File: config.mk
export PLATFORM = sky130hd
export DESIGN_NAME = rgb_pwm_driver
export DESIGN_NICKNAME = d
export VERILOG_FILES = /design/src/rtl/rgb_pwm_driver_pkg.sv /design/src/rtl/rgb_pwm_driver_pwm_channel.sv /design/src/rtl/rgb_pwm_driver.sv
export SDC_FILE = /design/constraint.sdc
export NUM_CORES = 1
export LEC_CHECK = 0
export ABC_AREA = 1
export CAP_MARGIN = 0
export CELL_PAD_IN_SITES_DETAIL_PLACEMENT = 0
export CELL_PAD_IN_SITES_GLOBAL_PLACEMENT = 2
export CORE_ASPECT_RATIO = 1.1
export CORE_MARGIN = 2
export CORE_UTILIZATION = 33
export DETAILED_ROUTE_END_ITERATION = 8
export PLACE_DENSITY = 0.74
export SYNTH_ARGS = -nofsm -noshare
export SYNTH_HDL_FRONTEND = slang
export SYNTH_SLANG_ARGS = --single-unit
File: constraint.sdc
create_clock -name clk -period 2.8 [get_ports clk]
set_input_delay 0.28 -clock clk [delete_from_list [all_inputs] [get_ports clk]]
set_output_delay 0.28 -clock clk [all_outputs]
set_load 0.03 [all_outputs]
File: src/rtl/rgb_pwm_driver_pkg.sv
// Shared constants, the duty-triple type and the phase-wrap helper for rgb_pwm_driver.
package rgb_pkg;

   localparam int unsigned PWM_STEPS = 255;
   localparam logic [7:0]  PHASE_G   = 8'd85;
   localparam logic [7:0]  PHASE_B   = 8'd170;
   localparam logic [7:0]  CNT_MAX   = 8'(PWM_STEPS - 1);

   typedef struct packed {
      logic [7:0] r;
      logic [7:0] g;
      logic [7:0] b;
   } rgb_duty_t;

   // (cnt + off) mod 255 using a 9-bit add and one conditional subtract.
   function automatic logic [7:0] wrap_phase(input logic [7:0] cnt, input logic [7:0] off);
      logic [8:0] sum;
      sum = {1'b0, cnt} + {1'b0, off};
      if (sum >= 9'(PWM_STEPS)) begin
         sum = sum - 9'(PWM_STEPS);
      end
      return sum[7:0];
   endfunction

endpackage

File: src/rtl/rgb_pwm_driver_pwm_channel.sv
// One LED channel: phase-shifted compare of the shared counter against the duty,
// registered, then mapped to the pin polarity.
module pwm_channel
   import rgb_pkg::*;
(
   input  logic       clk,
   input  logic       rst_n,
   input  logic [7:0] cnt_i,
   input  logic [7:0] phase_i,
   input  logic [7:0] duty_i,
   input  logic       enable_i,
   input  logic       polarity_i,
   output logic       pin_o
);

   logic [7:0] phase;
   logic       on_d;
   logic       on_q;

   always_comb begin
      phase = wrap_phase(cnt_i, phase_i);
      on_d  = enable_i && (phase < duty_i);
   end

   always_ff @(posedge clk or negedge rst_n) begin
      if (!rst_n) begin
         on_q <= 1'b0;
      end else begin
         on_q <= on_d;
      end
   end

   // Polarity is a static tie-off, so the XOR after the flop cannot glitch.
   assign pin_o = on_q ^ polarity_i;

endmodule

File: src/rtl/rgb_pwm_driver.sv
// RGB PWM driver: prescaled 255-step counter, shadowed duty triple applied only
// at period boundaries, optional phase staggering of the green/blue channels.
module rgb_pwm_driver
   import rgb_pkg::*;
#(
   parameter int unsigned PRESCALE   = 47,
   parameter bit          STAGGER    = 1'b1,
   parameter bit          ACTIVE_LOW = 1'b1
) (
   input  logic       clk,
   input  logic       rst_n,
   input  logic       enable,
   input  logic       in_valid,
   output logic       in_ready,
   input  logic [7:0] in_r,
   input  logic [7:0] in_g,
   input  logic [7:0] in_b,
   output logic       period_start,
   output logic       red_led,
   output logic       green_led,
   output logic       blue_led
);

   localparam int unsigned      PS_W   = (PRESCALE > 1) ? $clog2(PRESCALE) : 1;
   localparam logic [PS_W-1:0]  PS_MAX = PS_W'(PRESCALE - 1);
   localparam logic [7:0]       OFF_G  = STAGGER ? PHASE_G : 8'd0;
   localparam logic [7:0]       OFF_B  = STAGGER ? PHASE_B : 8'd0;

   logic [PS_W-1:0] presc_q, presc_d;
   logic [7:0]      cnt_q, cnt_d;
   rgb_duty_t       active_q, active_d;
   rgb_duty_t       shadow_q, shadow_d;
   logic            pending_q, pending_d;
   logic            period_start_q, period_start_d;

   logic tick;
   logic boundary;
   logic accept;
   logic apply;

   // Handshake: a triple transfers on any clock where in_valid && in_ready;
   // in_ready is low exactly while the shadow holds an unapplied triple, and
   // the upstream stage keeps its data stable while in_valid && !in_ready.
   assign in_ready     = ~pending_q;
   assign period_start = period_start_q;

   always_comb begin
      tick     = enable && (presc_q == PS_MAX);
      boundary = tick && (cnt_q == CNT_MAX);
      accept   = in_valid && !pending_q;
      apply    = pending_q && (boundary || !enable);

      presc_d        = '0;
      cnt_d          = '0;
      active_d       = active_q;
      shadow_d       = shadow_q;
      pending_d      = pending_q;
      period_start_d = boundary;

      if (enable) begin
         presc_d = tick ? '0 : presc_q + 1'b1;
         cnt_d   = cnt_q;
         if (tick) begin
            cnt_d = boundary ? 8'd0 : cnt_q + 8'd1;
         end
      end

      // apply needs pending_q=1 and accept needs pending_q=0, so they never collide.
      if (apply) begin
         active_d  = shadow_q;
         pending_d = 1'b0;
      end
      if (accept) begin
         shadow_d  = {in_r, in_g, in_b};
         pending_d = 1'b1;
      end
   end

   always_ff @(posedge clk or negedge rst_n) begin
      if (!rst_n) begin
         presc_q        <= '0;
         cnt_q          <= '0;
         active_q       <= '0;
         shadow_q       <= '0;
         pending_q      <= 1'b0;
         period_start_q <= 1'b0;
      end else begin
         presc_q        <= presc_d;
         cnt_q          <= cnt_d;
         active_q       <= active_d;
         shadow_q       <= shadow_d;
         pending_q      <= pending_d;
         period_start_q <= period_start_d;
      end
   end

   pwm_channel u_red (
      .clk        (clk),
      .rst_n      (rst_n),
      .cnt_i      (cnt_q),
      .phase_i    (8'd0),
      .duty_i     (active_q.r),
      .enable_i   (enable),
      .polarity_i (ACTIVE_LOW),
      .pin_o      (red_led)
   );

   pwm_channel u_green (
      .clk        (clk),
      .rst_n      (rst_n),
      .cnt_i      (cnt_q),
      .phase_i    (OFF_G),
      .duty_i     (active_q.g),
      .enable_i   (enable),
      .polarity_i (ACTIVE_LOW),
      .pin_o      (green_led)
   );

   pwm_channel u_blue (
      .clk        (clk),
      .rst_n      (rst_n),
      .cnt_i      (cnt_q),
      .phase_i    (OFF_B),
      .duty_i     (active_q.b),
      .enable_i   (enable),
      .polarity_i (ACTIVE_LOW),
      .pin_o      (blue_led)
   );

endmodule

---- Word level (Yosys, flattened, before mapping) ----
Cells that the tools add are included.
operators by class
  $add $sub $neg .......................... 7
  order comparisons ....................... 6
  equal/unequal tests ..................... 3
  multiplexer cells ....................... 10
  bitwise operators ....................... 4
  reduce and logical (&&, ||, !) cells .... 11
operators by type and width
  kind                                                                count
  two-way mux 8 bit                                                   6
  less-than comparator 8 bit                                          3
  subtractor 8 bit (second input constant)                            3
  greater-or-equal comparator 9 x 8 -> 1 bit (second input constant)  2
  two-way mux 6 bit                                                   2
  adder 8 x 7 -> 9 bit (second input constant)                        1
  adder 8 x 8 -> 9 bit (second input constant)                        1
  adder 8 x 1 -> 8 bit (second input constant)                        1
  equality test 8 bit (second input constant)                         1
  greater-or-equal comparator 8 bit (second input constant)           1
  logical AND 1 bit                                                   7
  adder 6 x 1 -> 6 bit (second input constant)                        1
  equality test 6 bit (second input constant)                         1
  inverter 1 bit                                                      4
  logical NOT 1 bit                                                   2
  two-way mux 1 bit                                                   2
  != test 2 x 1 -> 1 bit (second input constant)                      1
  nonzero test 2 bit                                                  1
  logical OR 1 bit                                                    1
word-level totals
  register bits ........................... 67
  output and inout bits ................... 5
  word-level logic and storage cells ...... 54

---- Depth between registers and ports, before layout ----
Gate-level depths: netlist (run 1).
  depth in word-level cells ............... 7
  depth in mapped cells ................... 20
  mapped depth without buffers ............ 20

---- By module ----
From an unflattened synthesis (run 1), not the netlist that was laid out.
unflattened totals
  cells, all modules ...................... 713
  area, all modules ....................... 5295.1 um2
by module, submodules not included
  module          times used  cells each  area each (um2)  seq. area each (um2)
  rgb_pwm_driver  1           275         2772.7           1601.5
  pwm_channel     3           146         840.8            25.0

---- Worst setup path after synthesis (run 1) ----
No wires, ideal clock.
  kind .................................... register to register
  from .................................... reg cnt_q[0]
  to ...................................... reg u_green.on_q
  data arrival time ....................... 2660 ps
  data required time ...................... 2723 ps
  path slack .............................. 63 ps
  cell stages (with the launch flop) ...... 18
  period minus slack after synthesis ...... 2737 ps
  cells stage by stage .................... dfrtp_1 inv_1 buf_6 ha_1 inv_1 nand3_1 nor2_1 nor2_1 nor2_1 nand3_2 nand2_4 nand4_4 nor3_4 a21boi_0 ha_1 a211oi_1 nand3_1 a21oi_1
on the way
  word-level cells in the longest chain between the ends .. 5
  elaborated cells on any way between the ends .. 6
  classes of those cells .................. add/sub: 2; order compare: 2; mux: 1; reduce/logical: 1
ends and longest elaborated chain
  element                                                                                RTL line                                            source
  from (decl)                                                                            rgb_pwm_driver.sv:30                                logic [7:0] cnt_q, cnt_d;
  from (signal assigned)                                                                 rgb_pwm_driver.sv:89                                cnt_q <= cnt_d;
  adder 8 x 7 -> 9 bit *                                                                 rgb_pwm_driver_pkg.sv:18                            sum = {1'b0, cnt} + {1'b0, off};
  subtractor 8 bit / greater-or-equal comparator 9 x 8 -> 1 bit (equally long branches)  rgb_pwm_driver_pkg.sv:20, rgb_pwm_driver_pkg.sv:19
  two-way mux 8 bit *                                                                    rgb_pwm_driver_pkg.sv:19                            if (sum >= 9'(PWM_STEPS)) begin
  less-than comparator 8 bit *                                                           rgb_pwm_driver_pwm_channel.sv:22                    on_d = enable_i && (phase < duty_i);
  logical AND 1 bit *                                                                    rgb_pwm_driver_pwm_channel.sv:22
  net u_green.on_d                                                                       rgb_pwm_driver_pwm_channel.sv:17                    logic on_d;
  to (signal assigned)                                                                   rgb_pwm_driver_pwm_channel.sv:29                    on_q <= on_d;
  to (decl)                                                                              rgb_pwm_driver_pwm_channel.sv:18                    logic on_q;
The timed path passes the listed nets; every way through them passes the cells marked *.
A chain may end at the register's enable or synchronous reset.

---- Worst setup path in the final report (run 1) ----
  from .................................... reg cnt_q[1]
  to ...................................... reg u_green.on_q
The elaborated chain is that of the path after synthesis.

==> results of run 1 <==
[per-stage QoR]
step                total power (uW)  hold slack [ns]  setup slack [ns]
floorplan                       1730          -0.0156            0.0628
global placement                1930            0.348             0.104
detailed placement              1950            0.353            0.0497
CTS                             3320          0.00246            0.0167
global route                    3540           0.0201            -0.105
finish                          3310          -0.0147            0.0986
[placed cells by master (no fill, tap or decap), types with 11 or more instances in the layout]
cell              n
nor2_1           21
dfrtp_1          63
buf_4            21
a21oi_1          21
clkdlybuf4s50_1  31
nand2_1          86
ha_1             25
inv_1            58
nand2_2          11
nand3_1          16
mux2_2           21
o21ai_0          32
[metal layers]
metal	routed length [microns]	global-route usage (%)	vias up
met1	4210	19.7	1450
met3	239	3.78	14
li1	-	-	1570
met2	4190	23.9	37
met5	0	0	-
met4	239	5.37	0
[sequential cells by signal (all words and copies together) (netlist names)]
register,cells
shadow_q,24
pending_q,1
u_red.on_q,1
presc_q,6
cnt_q,8
u_blue.on_q,1
period_start,1
active_q,24
u_green.on_q,1
[synthesized netlist by cell type, types with 2 or more instances]
| cell | n | area share (%) |
|---|---|---|
| clkinv_1 | 3 | 0.28 |
| o21ai_1 | 4 | 0.51 |
| nor2_4 | 3 | 0.85 |
| inv_1 | 62 | 5.9 |
| buf_2 | 2 | 0.25 |
| nand2_4 | 3 | 0.85 |
| mux2_2 | 21 | 6.0 |
| dfrtp_1 | 67 | 42 |
| nor3_1 | 5 | 0.63 |
| xnor2_1 | 4 | 0.88 |
| nor2_1 | 28 | 2.7 |
| xor2_1 | 8 | 1.8 |
| nand2_2 | 11 | 1.7 |
| ha_1 | 30 | 9.5 |
| buf_6 | 2 | 0.57 |
| buf_4 | 2 | 0.38 |
| o21ai_0 | 32 | 4.0 |
| a21oi_1 | 22 | 2.8 |
| nand2_1 | 90 | 8.5 |
| inv_2 | 5 | 0.47 |
| nor3_2 | 2 | 0.51 |
| nand4_1 | 2 | 0.32 |
| nand3_2 | 6 | 1.5 |
| clkbuf_1 | 2 | 0.19 |
| and3_1 | 2 | 0.32 |
| nand3_1 | 17 | 2.1 |
| a211oi_1 | 3 | 0.57 |
| nor2_2 | 5 | 0.79 |
[critical path: stages, from the launching register on]
cell and delay, ns:
dfrtp_2 0.48, ha_4 0.19, nand2_4 0.08, nand2_4 0.06
nand2_4 0.09, nand2_8 0.07, nor2_4 0.11, nor2_2 0.04
nor2_2 0.15, nand3_4 0.09, nand2_4 0.11, nand4_4 0.10
nor3_4 0.21, a21boi_2 0.08, ha_1 0.33, a211oi_2 0.22
nand3_1 0.10, a21oi_1 0.12
[power groups by stage]
| stage | sequential [uW] | combinational [uW] | clock [uW] |
|---|---|---|---|
| 6_report | 1260 | 699 | 1350 |
| 5_1_grt | 1290 | 816 | 1440 |
| 4_1_cts | 1260 | 682 | 1380 |
| 3_5_place_dp | 1280 | 677 | 0 |
| 3_3_place_gp | 1270 | 661 | 0 |
| 2_1_floorplan | 1250 | 485 | 0 |
[cells by family (layout without fill, tap and decap cells)]
group	after synthesis	count (layout)	share of synthesized area, %
AO/OA/AOI/OAI	65	65	8.62
XOR/XNOR	13	13	3.06
adder cells (fa/ha/maj)	30	30	9.47
buffers and inverters	78	141	8.02
flip-flops	67	67	42.3
multiplexers	21	21	5.97
AND/OR/NAND/NOR	178	178	22.5
[layout make-up]
class                      count  area, sq um  area share, %
clock inverter                 4         95.1           1.85
clock buffer                  12          267           5.18
multi-input combinational    307         2150           41.7
sequential                    67         1680           32.7
timing repair buffer          55          508           9.87
tap                          150          188           3.65
inverter                      70          263           5.10
[what timing repair did]
action	in CTS	in global routing
resized for setup	0	47
setup buffers	0	11
endpoints found under the setup margin	0	2
[final timing paths]
| kind | startpoint | endpoint | slack, ns | depth (start not counted) |
|---|---|---|---|---|
| worst min register to register | shadow_q[18]$_DFFE_PN0P_ | active_q[18]$_DFFE_PN0P_ | 0.48 | 2 |
| max in group asynchronous | rst_n | active_q[4]$_DFFE_PN0P_ | 2.15 | 2 |
| worst max register to register | cnt_q[1]$_DFFE_PN0P_ | u_green.on_q$_DFF_PN0_ | 0.1 | 17 |
| worst min-delay path | rst_n | u_red.on_q$_DFF_PN0_ | -0.01 | 1 |
| worst max-delay path | cnt_q[1]$_DFFE_PN0P_ | u_green.on_q$_DFF_PN0_ | 0.1 | 17 |
| min in group clk | shadow_q[18]$_DFFE_PN0P_ | active_q[18]$_DFFE_PN0P_ | 0.48 | 2 |
==> impl_metrics.yaml, run 1 <==
outcome:
  outcome: "finished, violations left"
  violations: "negative hold slack"
timing:
  hold_viol_final: 26
  whs_ns: -0.0147
  post-route-period-util_pct: 96.5
  drv_slew: 0
  finClkSkew_ns: 0.00861
  fmax_ghz: 0.370
  worst_slew_pin_slew_ns: 0.680
  setup_violations: 0
  tns_ns: 0
  rsz0062_at_grt: "true"
  period_needed_ns: 2.70
  slew_headroom_pct: 54.7
placement:
  gp_congestion: 0.881
  io_buffers: 32
  post_dp_cell_area_sq_um: 4510
  dp.final_hpwl_microns: 6600
  dp.cells: 638
cells_and_area:
  num-nets-final: 568
  layout-drive-gt1-share_pct: 25.0
  fin_util_pct: 44.4
  diodes: 0
  final-instance-count-excl-fill: 665
  final_area_sq_um: 5150
  areaGrowthSynthToFinish_pct: 29.9
  nFillCells: 1213
clocking:
  cts-hold-fix-buffers: 0
  cts_root_buffer: "clkbuf_16"
  clock_latency_ns: 0.33
  cts_tree: "yes"
  clkSinkCount: 67
  cts.path.max_buffers: 2
  htree_levels: 3
  numCtsBuffers: 9
  path_clk_slew_ns: 0.06
synthesis:
  ys_async_sr_fraction_pct: 100
  syn_nets: 510
  yosysUniqueCellTypes: 37
  netlist_area_sq_um: 3960
  synth-edff-count: 0
  syn_avg_cell_area_sq_um: 8.77
  yosys_register_bits: 67
  syn_inst: 452
  yosysWarningCount: 0
  synth_seq_area_share_pct: 42.3
  synthFlopType: "dfrtp_1"
global_routing:
  grt_usage_pct: 15.0
  grt_pass1_vias: 3046
  antenna_found_initial: 0
  grt_max_degree: 44
  overflow: 0
  grt_pass1_wl_microns: 15000
pwr:
  p_comb_share_pct: 21.1
  sequentialPowerShare_pct: 38.0
  pwr-share-clk_pct: 40.9
  internal_power_uw: 2420
  power_switching_uw: 888
  power.leakage_uw: 0.00246
  ir_drop_mv: 0.382
  switching_share_pct: 26.8
  power.density_nw_per_um2: 643
drt:
  drt_iter0_drc: 99
  via_per_inst: 4.62
  finalWirelength_microns: 8870
  drc_errors: 0
  first_pass_iters: 4
  ant_nets: 0
  routed-via-count: 3071
  avgRoutedWirePerCell_microns: 13.3
critical_path:
  critical_path_required_ns: 3.05
  critical_path_class: "reg -> reg"
  cp.arrival_ns: 2.95
  endpoint_kind: "flip-flop"
  start_kind: "flip-flop"
  path_max_fanout: 6
floorplanning:
  die-area_sq_um: 12900
  row_count: 41
  top_level_ports: 33
  initial_core_util_pct: 34.2
  die_w_microns: 108
  core_sq_um: 11600
  die_y_microns: 119
run:
  max_cap_viol_count: 0
worst_hold_path:
  hold_path.class: "in -> async"
No activity file was read; power rests on OpenSTA's default activity.
==> inputs of run 2 (changes only) <==
==> constraint.sdc (replaced) <==
create_clock -name clk -period 2.8 [get_ports clk]
set_input_delay 0.28 -clock clk [delete_from_list [all_inputs] [get_ports clk]]
set_output_delay 0.28 -clock clk [all_outputs]
set_load 0.05 [all_outputs]
==> results of run 2 <==
The final DEF is identical to that of run 1. Status: finished, violations left: negative hold slack.
Main changes from that run: total power 3310 uW -> 3330 uW; worst IR drop on VDD 0.382 mV -> 0.396 mV
==> inputs of run 3 (changes only) <==
CORE_MARGIN = not set   (was 2)
==> run 3 against run 2 <==
The flow now finishes without violations. Critical path depth increased by 1. Critical path type unchanged. Register-to-register slack better by 0.02 ns. Design area down 1.8%. Via count down 0.23%. Flip-flop and latch count stayed put. Final cell count unchanged. Wire length decreased by 0.36%. Global-route usage grew 0.60 points. Worst setup slack improved by 0.017 ns. Non-clock buffer count up 2.
==> impl_metrics.yaml, run 3 (synthesis gave the netlist of run 1 again) <==
outcome:
  outcome: "completed"
cells_and_area:
  final-instance-count-excl-fill: 665
  final_area_sq_um: 5060
  num-nets-final: 570
  areaGrowthSynthToFinish_pct: 27.6
  final_cell_mix: "89 x nand2_1, 62 x dfrtp_1, 58 x inv_1, 32 x o21ai_0, 31 x clkdlybuf4s50_1"
  diodes: 0
  reg_top3: "active_q x24, shadow_q x24, cnt_q x8"
  layout-drive-gt1-share_pct: 23.5
  mostFrequentLayoutCell: "nand2_1"
drt:
  met1_length_microns: 3970
  drc_errors: 0
  first_pass_iters: 4
  wl_met2_microns: 4400
  ant_nets: 0
  wl_met3_microns: 347
  finalWirelength_microns: 8840
  via_per_inst: 4.61
  top_layer_used: "met4"
  routed-via-count: 3064
  drt_iter0_drc: 58
  avgRoutedWirePerCell_microns: 13.3
global_routing:
  grt_usage_pct: 15.6
  antenna_found_initial: 0
  overflow: 0
  grt_pass1_vias: 2952
  grt_pass1_wl_microns: 14800
  grt_max_degree: 40
timing:
  rsz0062_at_grt: "true"
  post-route-period-util_pct: 95.9
  setup_slack_ns: 0.116
  finClkSkew_ns: 0.00383
  fmax_ghz: 0.373
  whs_ns: 0.00144
  period_needed_ns: 2.68
  drv_slew: 0
  slew_headroom_pct: 51.4
  setup_violations: 0
  tns_ns: 0
  hold_viol_final: 0
  worst_slew_pin_slew_ns: 0.729
pwr:
  internal_power_uw: 2230
  power_switching_uw: 879
  switching_share_pct: 28.2
  pwr-share-clk_pct: 36.9
  power.leakage_uw: 0.00244
  ir_drop_mv: 0.273
  power.density_nw_per_um2: 616
  p_comb_share_pct: 22.6
  sequentialPowerShare_pct: 40.4
clocking:
  cts.path.max_buffers: 2
  clock_latency_ns: 0.33
  cts_tree: "yes"
  numCtsBuffers: 9
  clkSinkCount: 67
  path_clk_slew_ns: 0.05
  cts_root_buffer: "clkbuf_16"
  cts-hold-fix-buffers: 0
  htree_levels: 3
placement:
  post_dp_cell_area_sq_um: 4520
  io_buffers: 32
  preCtsSetupSlack_ns: 0.0700
  dp.final_hpwl_microns: 6550
  gp_congestion: 0.816
  dp.cells: 639
floorplanning:
  die-area_sq_um: 12500
  die_y_microns: 117
  initial_core_util_pct: 34.2
  die_w_microns: 106
  row_count: 41
  top_level_ports: 33
  core_sq_um: 11600
critical_path:
  startpoint: "cnt_q[1]$_DFFE_PN0P_"
  path_delay_family: "simple AND/OR/NAND/NOR gates"
  cp.arrival_ns: 2.94
  start_kind: "flip-flop"
  worst-path-buf-inv: 3
  crit_chain: "buf_4 -> ha_4 -> inv_2 -> nand3_2 -> nor2_4 -> nor2_1 -> nor2_1 -> nand3_2 -> nand2_4 -> nand4_4 -> nor3_4 -> a21boi_1 -> ha_1 -> nand2_1 -> inv_1 -> nand3_1 -> nand3_1 -> a21oi_1"
  critical_path_class: "reg -> reg"
  reg2reg_depth: 18
  r2r_slack_ns: 0.12
  endpoint_kind: "flip-flop"
  critical-path-max-stage-delay_ns: 0.47
  cp_slowest_cell: "dfrtp_2"
  cp-endpoint: "u_green.on_q$_DFF_PN0_"
  cp.depth: 18
  regToRegEndpoint: "u_green.on_q$_DFF_PN0_"
  critical_path_required_ns: 3.06
  path_max_fanout: 6
  timing.rr.start: "cnt_q[1]$_DFFE_PN0P_"
worst_hold_path:
  hold_path.class: "in -> async"
run:
  max_cap_viol_count: 0
## run 3: changes by cell type in the layout (fill, tap and decap cells not counted), sizes merged
cell    delta
bufinv     -2
buf        +2
## run 3: how the worst min path moves through the flow
stage / end / startpoint / slack [ns]
2_1_floorplan: active_q[0]$_DFFE_PN0P_ / rst_n / -0.02
3_3_place_gp: active_q[6]$_DFFE_PN0P_ / rst_n / 0.38
3_5_place_dp: shadow_q[6]$_DFFE_PN0P_ / rst_n / 0.38
4_1_cts: shadow_q[6]$_DFFE_PN0P_ / rst_n / 0.03
5_1_grt: shadow_q[6]$_DFFE_PN0P_ / rst_n / 0.05
6_report: shadow_q[6]$_DFFE_PN0P_ / rst_n / 0.001
## run 3: final cells by class
cell class / count / area, sq um
Fill cell: 1202 / 6540
Multi-Input combinational cell: 307 / 2100
Sequential cell: 67 / 1680
Timing Repair Buffer: 57 / 523
Clock buffer: 12 / 267
Inverter: 70 / 265
Tap cell: 150 / 188
Clock inverter: 2 / 35.0
## run 3: per-stage QoR
step | power (uW) | util (%)
2_1_floorplan | 1750 | -
3_3_place_gp | 1950 | 39.0
3_5_place_dp | 1970 | 39.0
4_1_cts | 3140 | 41.6
5_1_grt | 3340 | 43.6
6_report | 3110 | 43.6
## run 3: power by group through the flow
| stage | logic, uW | clock network [uW] | registers (uW) |
|---|---|---|---|
| after floorplan | 503 | 0 | 1250 |
| after global placement | 680 | 0 | 1270 |
| after detailed placement | 694 | 0 | 1280 |
| after CTS | 700 | 1180 | 1260 |
| after global routing | 821 | 1230 | 1280 |
| final | 705 | 1150 | 1260 |
## run 3: routing by layer
metal	up-vias	GRT usage [%]
met5	-	0
met4	0	5.75
met3	11	3.16
met2	57	26.8
met1	1423	19.7
li1	1573	-
## run 3: repair_timing
item	CTS	global route
resized for setup	0	34
endpoints found under the setup margin	0	2
buffers inserted	0	12
hold endpoints to repair	0	0
